### src/rtl/vec_pkg.sv
// ---------------------------------------------------------------------------
// vec_pkg
// Shared constants, state encoding and element-select helper for the vector
// memory sequencing stages.
//   NUM_LANES : elements per vector
//   ELEM_W    : element / memory word width
//   VEC_W     : full vector width
//   IDX_W     : width of an element index
// ---------------------------------------------------------------------------
package vec_pkg;

   localparam int unsigned NUM_LANES = 4;
   localparam int unsigned ELEM_W    = 16;
   localparam int unsigned VEC_W     = NUM_LANES * ELEM_W;
   localparam int unsigned IDX_W     = $clog2(NUM_LANES);

   typedef enum logic [1:0] {
      IDLE,
      XFER,
      DRAIN,
      DONE
   } vms_state_t;

   // Element i of a packed vector: bits [ELEM_W*i + ELEM_W-1 : ELEM_W*i].
   function automatic logic [ELEM_W-1:0] elem(input logic [VEC_W-1:0] vec,
                                              input logic [IDX_W-1:0] i);
      return vec[ELEM_W*i +: ELEM_W];
   endfunction

endpackage

### src/rtl/vec_elem_counter.sv
// ---------------------------------------------------------------------------
// vec_elem_counter
// Element index counter shared by the vector sequencing stages.
//   clk    : system clock, rising edge
//   reset  : asynchronous, active-high reset
//   clr_i  : synchronous clear to 0 (wins over en_i)
//   en_i   : advance the index by one, wrapping after LANES-1
//   idx_o  : current element index
//   last_o : index is at LANES-1
// ---------------------------------------------------------------------------
module vec_elem_counter
   import vec_pkg::*;
#(
   parameter int unsigned LANES = NUM_LANES
) (
   input  logic                     clk,
   input  logic                     reset,
   input  logic                     clr_i,
   input  logic                     en_i,
   output logic [$clog2(LANES)-1:0] idx_o,
   output logic                     last_o
);

   localparam int unsigned W = $clog2(LANES);

   logic [W-1:0] cnt_q;
   logic [W-1:0] cnt_d;

   always_comb begin
      cnt_d = cnt_q;
      if (clr_i) begin
         cnt_d = '0;
      end else if (en_i) begin
         cnt_d = (cnt_q == W'(LANES - 1)) ? '0 : cnt_q + 1'b1;
      end
   end

   always_ff @(posedge clk or posedge reset) begin
      if (reset) begin
         cnt_q <= '0;
      end else begin
         cnt_q <= cnt_d;
      end
   end

   assign idx_o  = cnt_q;
   assign last_o = (cnt_q == W'(LANES - 1));

endmodule

### src/rtl/vec_mem_serializer.sv
// ---------------------------------------------------------------------------
// vec_mem_serializer
// Scatters a 4-lane vector result element-by-element into a word-addressed
// synchronous data memory (store), or gathers consecutive memory words into
// a vector for register write-back (load).
//   clk        : system clock, rising edge
//   reset      : asynchronous, active-high reset
//   start      : transfer request, accepted only when busy=0
//   is_load    : 1 = gather, 0 = scatter (sampled with start)
//   base_addr  : word address of element 0 (sampled with start)
//   wdata      : vector to store (sampled with start)
//   busy       : transfer in progress
//   done       : one-cycle completion pulse
//   rdata      : gathered vector, valid while done=1, held until next load
//   mem_addr   : memory word address
//   mem_we     : memory write enable
//   mem_wdata  : memory write data
//   mem_rdata  : memory read data, one cycle after its address
// ---------------------------------------------------------------------------
module vec_mem_serializer #(
   parameter int unsigned ADDR_W    = 16,
   parameter int unsigned ELEM_W    = 16,
   parameter int unsigned NUM_LANES = 4
) (
   input  logic                          clk,
   input  logic                          reset,
   input  logic                          start,
   input  logic                          is_load,
   input  logic [ADDR_W-1:0]             base_addr,
   input  logic [NUM_LANES*ELEM_W-1:0]   wdata,
   output logic                          busy,
   output logic                          done,
   output logic [NUM_LANES*ELEM_W-1:0]   rdata,
   output logic [ADDR_W-1:0]             mem_addr,
   output logic                          mem_we,
   output logic [ELEM_W-1:0]             mem_wdata,
   input  logic [ELEM_W-1:0]             mem_rdata
);

   import vec_pkg::*;

   localparam int unsigned VEC_BITS = NUM_LANES * ELEM_W;
   localparam int unsigned IDX_BITS = $clog2(NUM_LANES);

   vms_state_t            state_q, state_d;
   logic                  ld_q, ld_d;
   logic [ADDR_W-1:0]     base_q, base_d;
   logic [VEC_BITS-1:0]   wvec_q, wvec_d;
   logic [VEC_BITS-1:0]   rvec_q, rvec_d;

   logic [IDX_BITS-1:0]   idx;
   logic                  idx_last;
   logic                  accept;
   logic                  cnt_en;
   logic                  cap_en;
   logic [IDX_BITS-1:0]   cap_idx;

   vec_elem_counter #(
      .LANES (NUM_LANES)
   ) u_idx (
      .clk    (clk),
      .reset  (reset),
      .clr_i  (accept),
      .en_i   (cnt_en),
      .idx_o  (idx),
      .last_o (idx_last)
   );

   // Next state, memory interface and capture control.
   // Read data lags its address by one cycle, so while issuing element idx
   // the word for element idx-1 is on mem_rdata; DRAIN picks up the last one.
   always_comb begin
      state_d   = state_q;
      accept    = 1'b0;
      cnt_en    = 1'b0;
      cap_en    = 1'b0;
      cap_idx   = '0;
      busy      = 1'b0;
      done      = 1'b0;
      mem_addr  = '0;
      mem_we    = 1'b0;
      mem_wdata = '0;

      unique case (state_q)
         IDLE: begin
            if (start) begin
               accept  = 1'b1;
               state_d = XFER;
            end
         end
         XFER: begin
            busy      = 1'b1;
            cnt_en    = 1'b1;
            mem_addr  = base_q + ADDR_W'(idx);
            mem_we    = ~ld_q;
            mem_wdata = elem(wvec_q, idx);
            if (ld_q && (idx != '0)) begin
               cap_en  = 1'b1;
               cap_idx = idx - 1'b1;
            end
            if (idx_last) begin
               state_d = ld_q ? DRAIN : DONE;
            end
         end
         DRAIN: begin
            busy    = 1'b1;
            cap_en  = 1'b1;
            cap_idx = IDX_BITS'(NUM_LANES - 1);
            state_d = DONE;
         end
         DONE: begin
            done = 1'b1;
            if (start) begin
               accept  = 1'b1;
               state_d = XFER;
            end else begin
               state_d = IDLE;
            end
         end
         default: state_d = IDLE;
      endcase
   end

   always_ff @(posedge clk or posedge reset) begin
      if (reset) begin
         state_q <= IDLE;
      end else begin
         state_q <= state_d;
      end
   end

   // Request latches and lane-by-lane gather register.
   always_comb begin
      ld_d   = ld_q;
      base_d = base_q;
      wvec_d = wvec_q;
      rvec_d = rvec_q;
      if (accept) begin
         ld_d   = is_load;
         base_d = base_addr;
         wvec_d = wdata;
      end
      for (int unsigned i = 0; i < NUM_LANES; i++) begin
         if (cap_en && (cap_idx == IDX_BITS'(i))) begin
            rvec_d[i*ELEM_W +: ELEM_W] = mem_rdata;
         end
      end
   end

   always_ff @(posedge clk or posedge reset) begin
      if (reset) begin
         ld_q   <= 1'b0;
         base_q <= '0;
         wvec_q <= '0;
         rvec_q <= '0;
      end else begin
         ld_q   <= ld_d;
         base_q <= base_d;
         wvec_q <= wvec_d;
         rvec_q <= rvec_d;
      end
   end

   assign rdata = rvec_q;

endmodule

### config.mk
export PLATFORM = sky130hd
export DESIGN_NAME = vec_mem_serializer
export DESIGN_NICKNAME = d
export VERILOG_FILES = /design/src/rtl/vec_pkg.sv /design/src/rtl/vec_elem_counter.sv /design/src/rtl/vec_mem_serializer.sv
export SDC_FILE = /design/constraint.sdc
export NUM_CORES = 1
export LEC_CHECK = 0
export CORE_ASPECT_RATIO = 0.6
export CORE_MARGIN = 4
export CORE_UTILIZATION = 35
export DETAILED_ROUTE_END_ITERATION = 6
export SETUP_SLACK_MARGIN = 0.02
export SYNTH_ARGS = -nofsm -noshare
export SYNTH_HDL_FRONTEND = slang
export SYNTH_HIERARCHICAL = 1
export SYNTH_SLANG_ARGS = --single-unit
### constraint.sdc
create_clock -name clk -period 6 [get_ports clk]
set_clock_uncertainty 0.1 [all_clocks]
set_input_delay 1.2 -clock clk [delete_from_list [all_inputs] [get_ports clk]]
set_output_delay 1.2 -clock clk [all_outputs]
set_load 0.005 [all_outputs]
Yosys cells after proc, flatten, opt, wreduce, memory -nomap -nowiden --
Index checks and enable logic that the tools add are counted.
Word-level totals: input bits 100, register bits 149
Operators by class: muxes and demuxes 20, add/subtract/negate cells 3, shifts and indexed selects 1, bitwise logic cells 1, reduce and logical (&&, ||, !) cells 12, equality and inequality tests 9
Operator list (number):
- 64-bit by 7-bit variable part select with 16-bit output | 1
- 16-bit 2-to-1 mux | 2
- 16-bit by 2-bit adder with 16-bit output | 1
- 2-bit 2-to-1 mux | 6
- 2-bit equality test (second input constant) | 5
- 1-bit 2-to-1 mux | 9
- 2-bit one-hot mux with 4 select lines | 1
- 1-bit logical AND | 5
- 2-bit by 1-bit equality test with 1-bit output (second input constant) | 2
- 2-bit logical NOT | 2
- 2-bit != test (second input constant) | 2
- 2-bit one-hot mux with 2 select lines | 1
- 2-bit nonzero test | 2
- 2-bit OR reduction | 2
- 2-bit by 1-bit adder with 2-bit output (second input constant) | 1
- 1-bit one-hot mux with 2 select lines | 1
- 2-bit AND reduction | 1
- 2-bit by 1-bit subtractor with 2-bit output (second input constant) | 1
- 1-bit inverter | 1

Longest topological paths before layout --
Gate-level depths: netlist of run 1.
depth in word-level cells 6, gate-level depth with buffers 9, gate-level depth less buffers 6

By module --
The synthesis of run 1 kept the hierarchy.
By module, submodules not included:
- vec_mem_serializer | cells an instance 433, area an instance 6711.4 um2, seq. area each 3678.5 um2, instances 1
- vec_elem_counter | cells an instance 9, area an instance 103.8 um2, seq. area each 50.0 um2, instances 1

Worst setup path after synthesis of run 1 --
No wires, ideal clock.
path type register to output, from register u_idx.cnt_q[0] (netlist: u_idx/idx_o[0]), to output port mem_wdata[10], arrival 1.488 ns, stages on the path, launching flop included 5, required time 4.700 ns, setup slack 3.212 ns, cells stage by stage dfrtp_1 -> buf_4 -> buf_6 -> mux4_2 -> and2_1
Between the ends: cells in the longest elaborated chain, start to end 2
RTL lines:
- from (decl) | RTL line vec_elem_counter.sv:26 | logic [W-1:0] cnt_q;
- from (signal assigned) | RTL line vec_elem_counter.sv:42 | cnt_q <= cnt_d;
- 64-bit by 7-bit variable part select with 16-bit output | RTL line vec_pkg.sv:27 | return vec[ELEM_W*i +: ELEM_W];
- 16-bit 2-to-1 mux | RTL line vec_mem_serializer.sv:84 | unique case (state_q)
- to (decl) | RTL line vec_mem_serializer.sv:36 | output logic [ELEM_W-1:0] mem_wdata,
No other way between the ends.

Worst setup path after layout of run 1 --
from register u_idx.cnt_q[0] (netlist: u_idx/idx_o[0]), to output port mem_addr[12]
Between the ends: cells in the longest elaborated chain, start to end 2
RTL lines:
- 16-bit by 2-bit adder with 16-bit output | RTL line vec_mem_serializer.sv:94 | mem_addr = base_q + ADDR_W'(idx);
- 16-bit 2-to-1 mux | RTL line vec_mem_serializer.sv:84
- to (decl) | RTL line vec_mem_serializer.sv:34 | output logic [ADDR_W-1:0] mem_addr,
No other way between the ends.

==> impl_results.md, run 1 <==
* Net count, final at 752
* I/O pin count at 199
* # DRC at 0
* CTS Hold Buffers Added at 0
* Initial DRC Count at 182
* Number of buffers inserted to repair setup after CTS at 0
* Worst setup EP type: output port
* Maximum capacitance violations at 0
* Hold path startpoint: rdata[9]
* Longest individual stage delay on the worst path at 0.92 ns
* Power per cell area at 542 nW/µm²
* Post-route core utilization at 0.502
* Total leakage power at 0.00393 µW
* Number of storage elements in the synthesis netlist at 149
* Sum of overflow across all layers after global routing at 0
* Upper clock frequency limit at 223 MHz
* Highest-delay cell along the critical path: sky130_fd_sc_hd__dfrtp_2
* Diodes inserted at 0
* Final setup viols at 0
* Longest Clk Path Bufs at 2
* RR Startpoint: u_idx/idx_o[0]
* Clock sink total at 149
* Fin Setup TNS at 0 ns
* Minimum clock period at 4.49 ns
* Number of placement rows at 39
* Clock tree from TritonCTS: done
* EDFF count, synth at 0
* Number of distinct standard cells referenced by the synthesized netlist at 44
* Root cell of the clock tree: sky130_fd_sc_hd__clkbuf_16
* Count of final max-slew check failures at 0
* Start point of the critical path: u_idx/idx_o[0]
* Share of synthesized area occupied by flip-flops and latches at 0.547
* Vias in the first global route at 4838
* WP data required at 4.70 ns
* Maximum fanout encountered on the critical timing path at 24
* Share of total power in combinational logic at 0.439
* Syn Std Cell Area at 6820 µm²
* IR Drop Worst-Case VDD at 0.239 mV
* Synthesized netlist net count at 552
* Sequential cell fraction of total power at 0.357
* Share of power burned in the clock network at 0.204
* Initial antenna violation count at 0
* Filler-free cell count of the finished design at 921
* Core area at 19100 µm²
* Clock transition at the registers of the reported paths at 0.06 ns
* Total track usage at 0.162
* Total via count after detailed routing at 4308
* Net switching power of the design at 1570 µW
* Crit Path Class: reg -> out
* Share of async-settable or async-resettable flops after synthesis at 1.00
* Warnings from Yosys at 6
* Hold path cells at 1
* Cell internal pwr at 3620 µW
* H-Tree Level Count at 4
* Iteration count of the initial detailed-routing pass at 4
* Detailed-placement wirelength estimate at 12100 µm
* Post-synthesis to final-layout area growth at 40.5%
* Avg Synthesized Cell Area at 15.4 µm²
* Top flip-flop cell by instance count after synthesis: sky130_fd_sc_hd__dfrtp_1
* DIE AREA at 21800 µm²
* Largest net degree at the start of global routing at 114
* Length in cells of the worst reg-to-reg path at 6
* RSZ-0062 raised after global routing: no
* Share of total power consumed by net switching at 0.303
* Outcome: completed
* Cell Chain, Critical Path: ha_1, fa_1, nand2_1, nor4_1, xnor2_1, nor2_1, clkdlybuf4s50_1
* Port Buf Inserts at 198
* Final wirelength at 17300 µm
* Category of the worst setup path launch point: flop
* Worst path depth at 7
* Cell Count Post-Placement at 889
* First-pass GRT wire length at 27500 µm
* Critical path arrival at 3.19 ns
* Worst-Skew Late Latency at 0.42 ns
* CTS buffer count at 17
* Y dimension of the die at 116 µm
* Number of standard cells after synthesis at 442
* Total count of hold-check failures in the final report at 0
* Bufs and invs on worst path at 1
* Worst Max-Slew Pin Slew at 1.01 ns
* Post-detailed-route count of antenna-violating nets at 0
* Post-DR wirelength/cell at 18.8 µm
* Initial core utilization at 0.357
* Routability Congestion at 0.766
* Fraction of layout cells with a size suffix above 1 at 0.316
* Slew Limit Headroom at 0.325
* Path class of the lowest-slack min-delay path: reg -> reg
* Final worst path period share at 0.749
* Resize count post-CTS at 0
* Vias per Instance at 4.68
* Width of the die at 188 µm
* Crit-path leading delay family: flip-flops
## worst reg2reg max path, stage by stage, from the launching register on
cell and delay [ns]:
sky130_fd_sc_hd__dfrtp_2 0.92, sky130_fd_sc_hd__inv_1 0.23, sky130_fd_sc_hd__ha_1 0.25, sky130_fd_sc_hd__and3b_4 0.33, sky130_fd_sc_hd__nand3_2 0.10, sky130_fd_sc_hd__nor2_4 0.57
sky130_fd_sc_hd__mux2_2 0.43
## cell families after synthesis
group / count (synthesis) / synth area share
buf+inv: 30 / 0.0308
simple gates: 67 / 0.0624
fa+ha+maj: 10 / 0.0195
xor+xnor: 10 / 0.0129
compound gates: 12 / 0.0140
mux: 164 / 0.313
flops: 149 / 0.547
## worst paths after layout
kind,to,slack [ns]
setup / recovery,mem_addr[12],1.51
hold reg to reg,rdata[9],0.40
setup reg to reg,rdata[31],2.94
max in group asynchronous,wvec_q[23],3.40
min in group asynchronous,u_idx/idx_o[1],0.97
hold / removal,rdata[9],0.40
## final cells by class
type	instances	area, µm²
fill	1609	9510
sequential	149	3730
multi-input combinational	263	2880
timing repair buffer	201	2000
clock buffer	20	457
tap	266	333
clock inverter	12	130
inverter	10	42.5
## cells in the mapped netlist, types with 2 or more instances
master,n,area share
sky130_fd_sc_hd__mux2i_1,3,0.0044
sky130_fd_sc_hd__nand3_1,5,0.0037
sky130_fd_sc_hd__or3_1,2,0.0018
sky130_fd_sc_hd__clkbuf_1,4,0.0022
sky130_fd_sc_hd__nand2_1,7,0.0039
sky130_fd_sc_hd__nor3_1,3,0.0022
sky130_fd_sc_hd__mux2_4,30,0.066
sky130_fd_sc_hd__xnor2_1,9,0.012
sky130_fd_sc_hd__mux4_2,16,0.053
sky130_fd_sc_hd__dfrtp_1,149,0.55
sky130_fd_sc_hd__mux2_2,114,0.19
sky130_fd_sc_hd__nand4_1,3,0.0028
sky130_fd_sc_hd__and2_1,18,0.017
sky130_fd_sc_hd__nor2_1,12,0.0066
sky130_fd_sc_hd__buf_6,12,0.020
sky130_fd_sc_hd__ha_1,9,0.017
sky130_fd_sc_hd__nor4_1,2,0.0018
sky130_fd_sc_hd__o21ai_0,4,0.0029
sky130_fd_sc_hd__buf_2,3,0.0022
sky130_fd_sc_hd__a21oi_1,3,0.0022
sky130_fd_sc_hd__or2b_1,2,0.0022
sky130_fd_sc_hd__inv_1,10,0.0055
## placed cells by master, fill, tap and decap left out, types with 2 or more instances in the layout
master and instances:
sky130_fd_sc_hd__buf_4 3, sky130_fd_sc_hd__or3_1 2, sky130_fd_sc_hd__nand4_1 3, sky130_fd_sc_hd__clkdlybuf4s50_1 198, sky130_fd_sc_hd__nor3_1 3, sky130_fd_sc_hd__clkbuf_16 17
sky130_fd_sc_hd__nand3_1 5, sky130_fd_sc_hd__bufinv_16 2, sky130_fd_sc_hd__or2b_1 2, sky130_fd_sc_hd__o21ai_0 4, sky130_fd_sc_hd__mux4_2 16, sky130_fd_sc_hd__nor4_1 2
sky130_fd_sc_hd__mux2_4 30, sky130_fd_sc_hd__and2_1 18, sky130_fd_sc_hd__inv_1 9, sky130_fd_sc_hd__clkinv_4 2, sky130_fd_sc_hd__dfrtp_1 148, sky130_fd_sc_hd__a21oi_1 3
sky130_fd_sc_hd__nand2_1 7, sky130_fd_sc_hd__mux2i_1 3, sky130_fd_sc_hd__clkbuf_8 2, sky130_fd_sc_hd__xnor2_1 9, sky130_fd_sc_hd__mux2_2 114, sky130_fd_sc_hd__clkinvlp_4 5
sky130_fd_sc_hd__ha_1 9, sky130_fd_sc_hd__nor2_1 12, sky130_fd_sc_hd__clkinv_2 3
## state kept, by name, summed over array words and instances, names as in the netlist
name         count
base_q          16
ld_q             1
rdata           64
state_q          2
u_idx/idx_o      2
wvec_q          64
## power by group through the flow
| stage | clock (µW) | combinational [µW] | sequential, µW |
|---|---|---|---|
| detailed placement | 0 | 2310 | 1860 |
| finish | 1060 | 2280 | 1850 |
| global placement | 0 | 2270 | 1840 |
| global route | 1130 | 2470 | 1930 |
| floorplan | 0 | 1430 | 1770 |
| CTS | 1090 | 2320 | 1860 |
## through the flow
stage                     worst slack (ns)  power (µW)  instance area [µm²]  hold WS [ns]
after detailed placement              1.91        4170                 8990         0.392
after floorplan                      0.749        3200                 6820         0.375
after global placement                1.99        4120                 8990         0.383
after global routing                  1.25        5530                 9570         0.417
after CTS                             1.46        5270                 9570         0.406
final                                 1.51        5190                 9570         0.402
## routing by layer
metal	global-route usage	share of wire
met3	0.0427	0.043
met5	0	0
met4	0.0538	0.013
met1	0.226	0.48
met2	0.249	0.46
No activity file was read; power rests on OpenSTA's default activity.
==> inputs of run 2 (changes only) <==
- clock period: 6 -> 3.8 ns (I/O delays scaled with it)
==> run 2 against run 1 <==
  * Wire length fell by 0.57%
  * Critical path depth is 1 lower
  * Total power up 59%
  * Final cell count up 0.54%
  * First-iteration DRC count is 24% lower
  * Non-clock buffer count up 5
  * Sequential share of layout area decreased by 0.31 points
  * Cell area grew 0.80%
  * Combinational power is 62% higher
  * Via count down 0.26%
  * Critical path type unchanged
  * Largest cell class unchanged
==> impl_results.md, run 2 (synthesis results as in run 1) <==
* Crit Path Class: reg -> out
* CTS Hold Buffers Added at 0
* Commonest cells after routing, fill and taps aside: sky130_fd_sc_hd__clkdlybuf4s50_1, sky130_fd_sc_hd__dfrtp_1, sky130_fd_sc_hd__mux2_2
* Y dimension of the die at 116 µm
* Power Total at 8250 µW
* Initial core utilization at 0.357
* Number of placement rows at 39
* Maximum fanout encountered on the critical timing path at 7
* DIE AREA at 21800 µm²
* H-Tree Level Count at 4
* Total via count after detailed routing at 4297
* # DRC at 0
* Post-DR wirelength/cell at 18.5 µm
* Core area at 19100 µm²
* Total leakage power at 0.00398 µW
* Initial DRC Count at 138
* Port Buf Inserts at 198
* Outcome: completed
* Final wirelength at 17200 µm
* Cell Count Post-Placement at 894
* Clock tree from TritonCTS: done
* First-pass GRT wire length at 27000 µm
* Worst-case hold slack at 0.406 ns
* Upper clock frequency limit at 285 MHz
* Detailed-placement wirelength estimate at 12300 µm
* Width of the die at 188 µm
* Diodes inserted at 0
* Post-detailed-route count of antenna-violating nets at 0
* Total track usage at 0.159
* Vias per Instance at 4.64
* Resize count post-CTS at 0
* Fin Setup TNS at 0 ns
* Sum of overflow across all layers after global routing at 0
* Clock transition at the registers of the reported paths at 0.07 ns
* Maximum capacitance violations at 0
* Length in cells of the worst reg-to-reg path at 7
* Most common cell after layout, fill and taps aside: sky130_fd_sc_hd__clkdlybuf4s50_1
* IR Drop Worst-Case VDD at 0.323 mV
* Reg-to-reg endpoint: rdata[29]
* RR Startpoint: u_idx/idx_o[0]
* Slew Limit Headroom at 0.387
* Worst setup EP type: output port
* Number of buffers inserted to repair setup after CTS at 0
* RSZ-0062 raised after global routing: no
* Filler-free cell count of the finished design at 926
* Minimum clock period at 3.50 ns
* Root cell of the clock tree: sky130_fd_sc_hd__clkbuf_16
* Post-synthesis to final-layout area growth at 41.6%
* Vias in the first global route at 4825
* I/O pin count at 199
* Hold path startpoint: wvec_q[45]
* Fraction of layout cells with a size suffix above 1 at 0.323
* Clock sink total at 149
* Largest net degree at the start of global routing at 53
* Post-route core utilization at 0.506
* Total count of hold-check failures in the final report at 0
* Path class of the lowest-slack min-delay path: reg -> reg
* Final setup viols at 0
* Net count, final at 757
* Worst-Skew Late Latency at 0.41 ns
* Worst Max-Slew Pin Slew at 0.916 ns
* CTS buffer count at 17
* Hold path cells at 1
* Worst-case hold path end point: wvec_q[45]
* Count of final max-slew check failures at 0
* Final worst path period share at 0.922
* Power per cell area at 855 nW/µm²
* Critical path arrival at 2.64 ns
* Category of the worst setup path launch point: flop
* Longest Clk Path Bufs at 2
* Routability Congestion at 0.808
* Initial antenna violation count at 0
* WP data required at 2.94 ns
* Iteration count of the initial detailed-routing pass at 4
* Slack of the worst reg-to-reg path at 0.98 ns
-- run 2: cell count changes in the layout (fill, tap and decap cells not counted), sizes merged --
cell / delta
clkinvlp: -3
inv: +6
clkbuf: -1
bufinv: -1
clkinv: -1
buf: +5
-- run 2: how the worst max path moves through the flow --
stage | start | to | slack, ns | cells after the start
after floorplan | reset | base_q[0] | 1.09 | 1
after global placement | u_idx/idx_o[1] | mem_addr[13] | 0.77 | 6
after detailed placement | u_idx/idx_o[1] | mem_addr[15] | 0.72 | 6
after CTS | u_idx/idx_o[1] | mem_addr[15] | 0.25 | 6
after global routing | u_idx/idx_o[1] | mem_addr[15] | 0.13 | 6
final | u_idx/idx_o[1] | mem_addr[15] | 0.30 | 6
-- run 2: power breakdown --
| part | switching (µW) | internal, µW | leakage, µW |
|---|---|---|---|
| logic | 1320 | 2370 | 0.00192 |
| registers | 501 | 2380 | 0.00178 |
| clock network | 721 | 959 | 0.000288 |
-- run 2: area by class of cell --
class / instances / area [µm²]
Inverter: 10 / 41.3
Sequential cell: 149 / 3730
Multi-Input combinational cell: 263 / 2880
Clock inverter: 13 / 136
Tap cell: 266 / 333
Fill cell: 1639 / 9430
Timing Repair Buffer: 206 / 2080
Clock buffer: 19 / 453
-- run 2: critical path, stage by stage, from the launching register on --
cell and delay (ns):
sky130_fd_sc_hd__dfrtp_1 0.53, sky130_fd_sc_hd__ha_1 0.30, sky130_fd_sc_hd__a21oi_1 0.42, sky130_fd_sc_hd__nor4_2 0.14, sky130_fd_sc_hd__nand3_1 0.13, sky130_fd_sc_hd__mux2i_1 0.19, sky130_fd_sc_hd__clkdlybuf4s50_1 0.52
-- run 2: metrics by stage --
stage | setup slack, ns | instance area [µm²]
finish | 0.297 | 9650
global route | 0.132 | 9650
CTS | 0.246 | 9650
detailed placement | 0.724 | 9060
global placement | 0.770 | 9060
floorplan | 1.09 | 6820
-- run 2: metal layers --
| layer | GRT usage | wire length (µm) | vias to the layer above |
|---|---|---|---|
| met2 | 0.242 | 7660 | 109 |
| met5 | 0 | 0 | - |
| met1 | 0.218 | 8240 | 2192 |
| li1 | - | - | 1983 |
| met4 | 0.0474 | 200 | 0 |
| met3 | 0.0535 | 1080 | 13 |
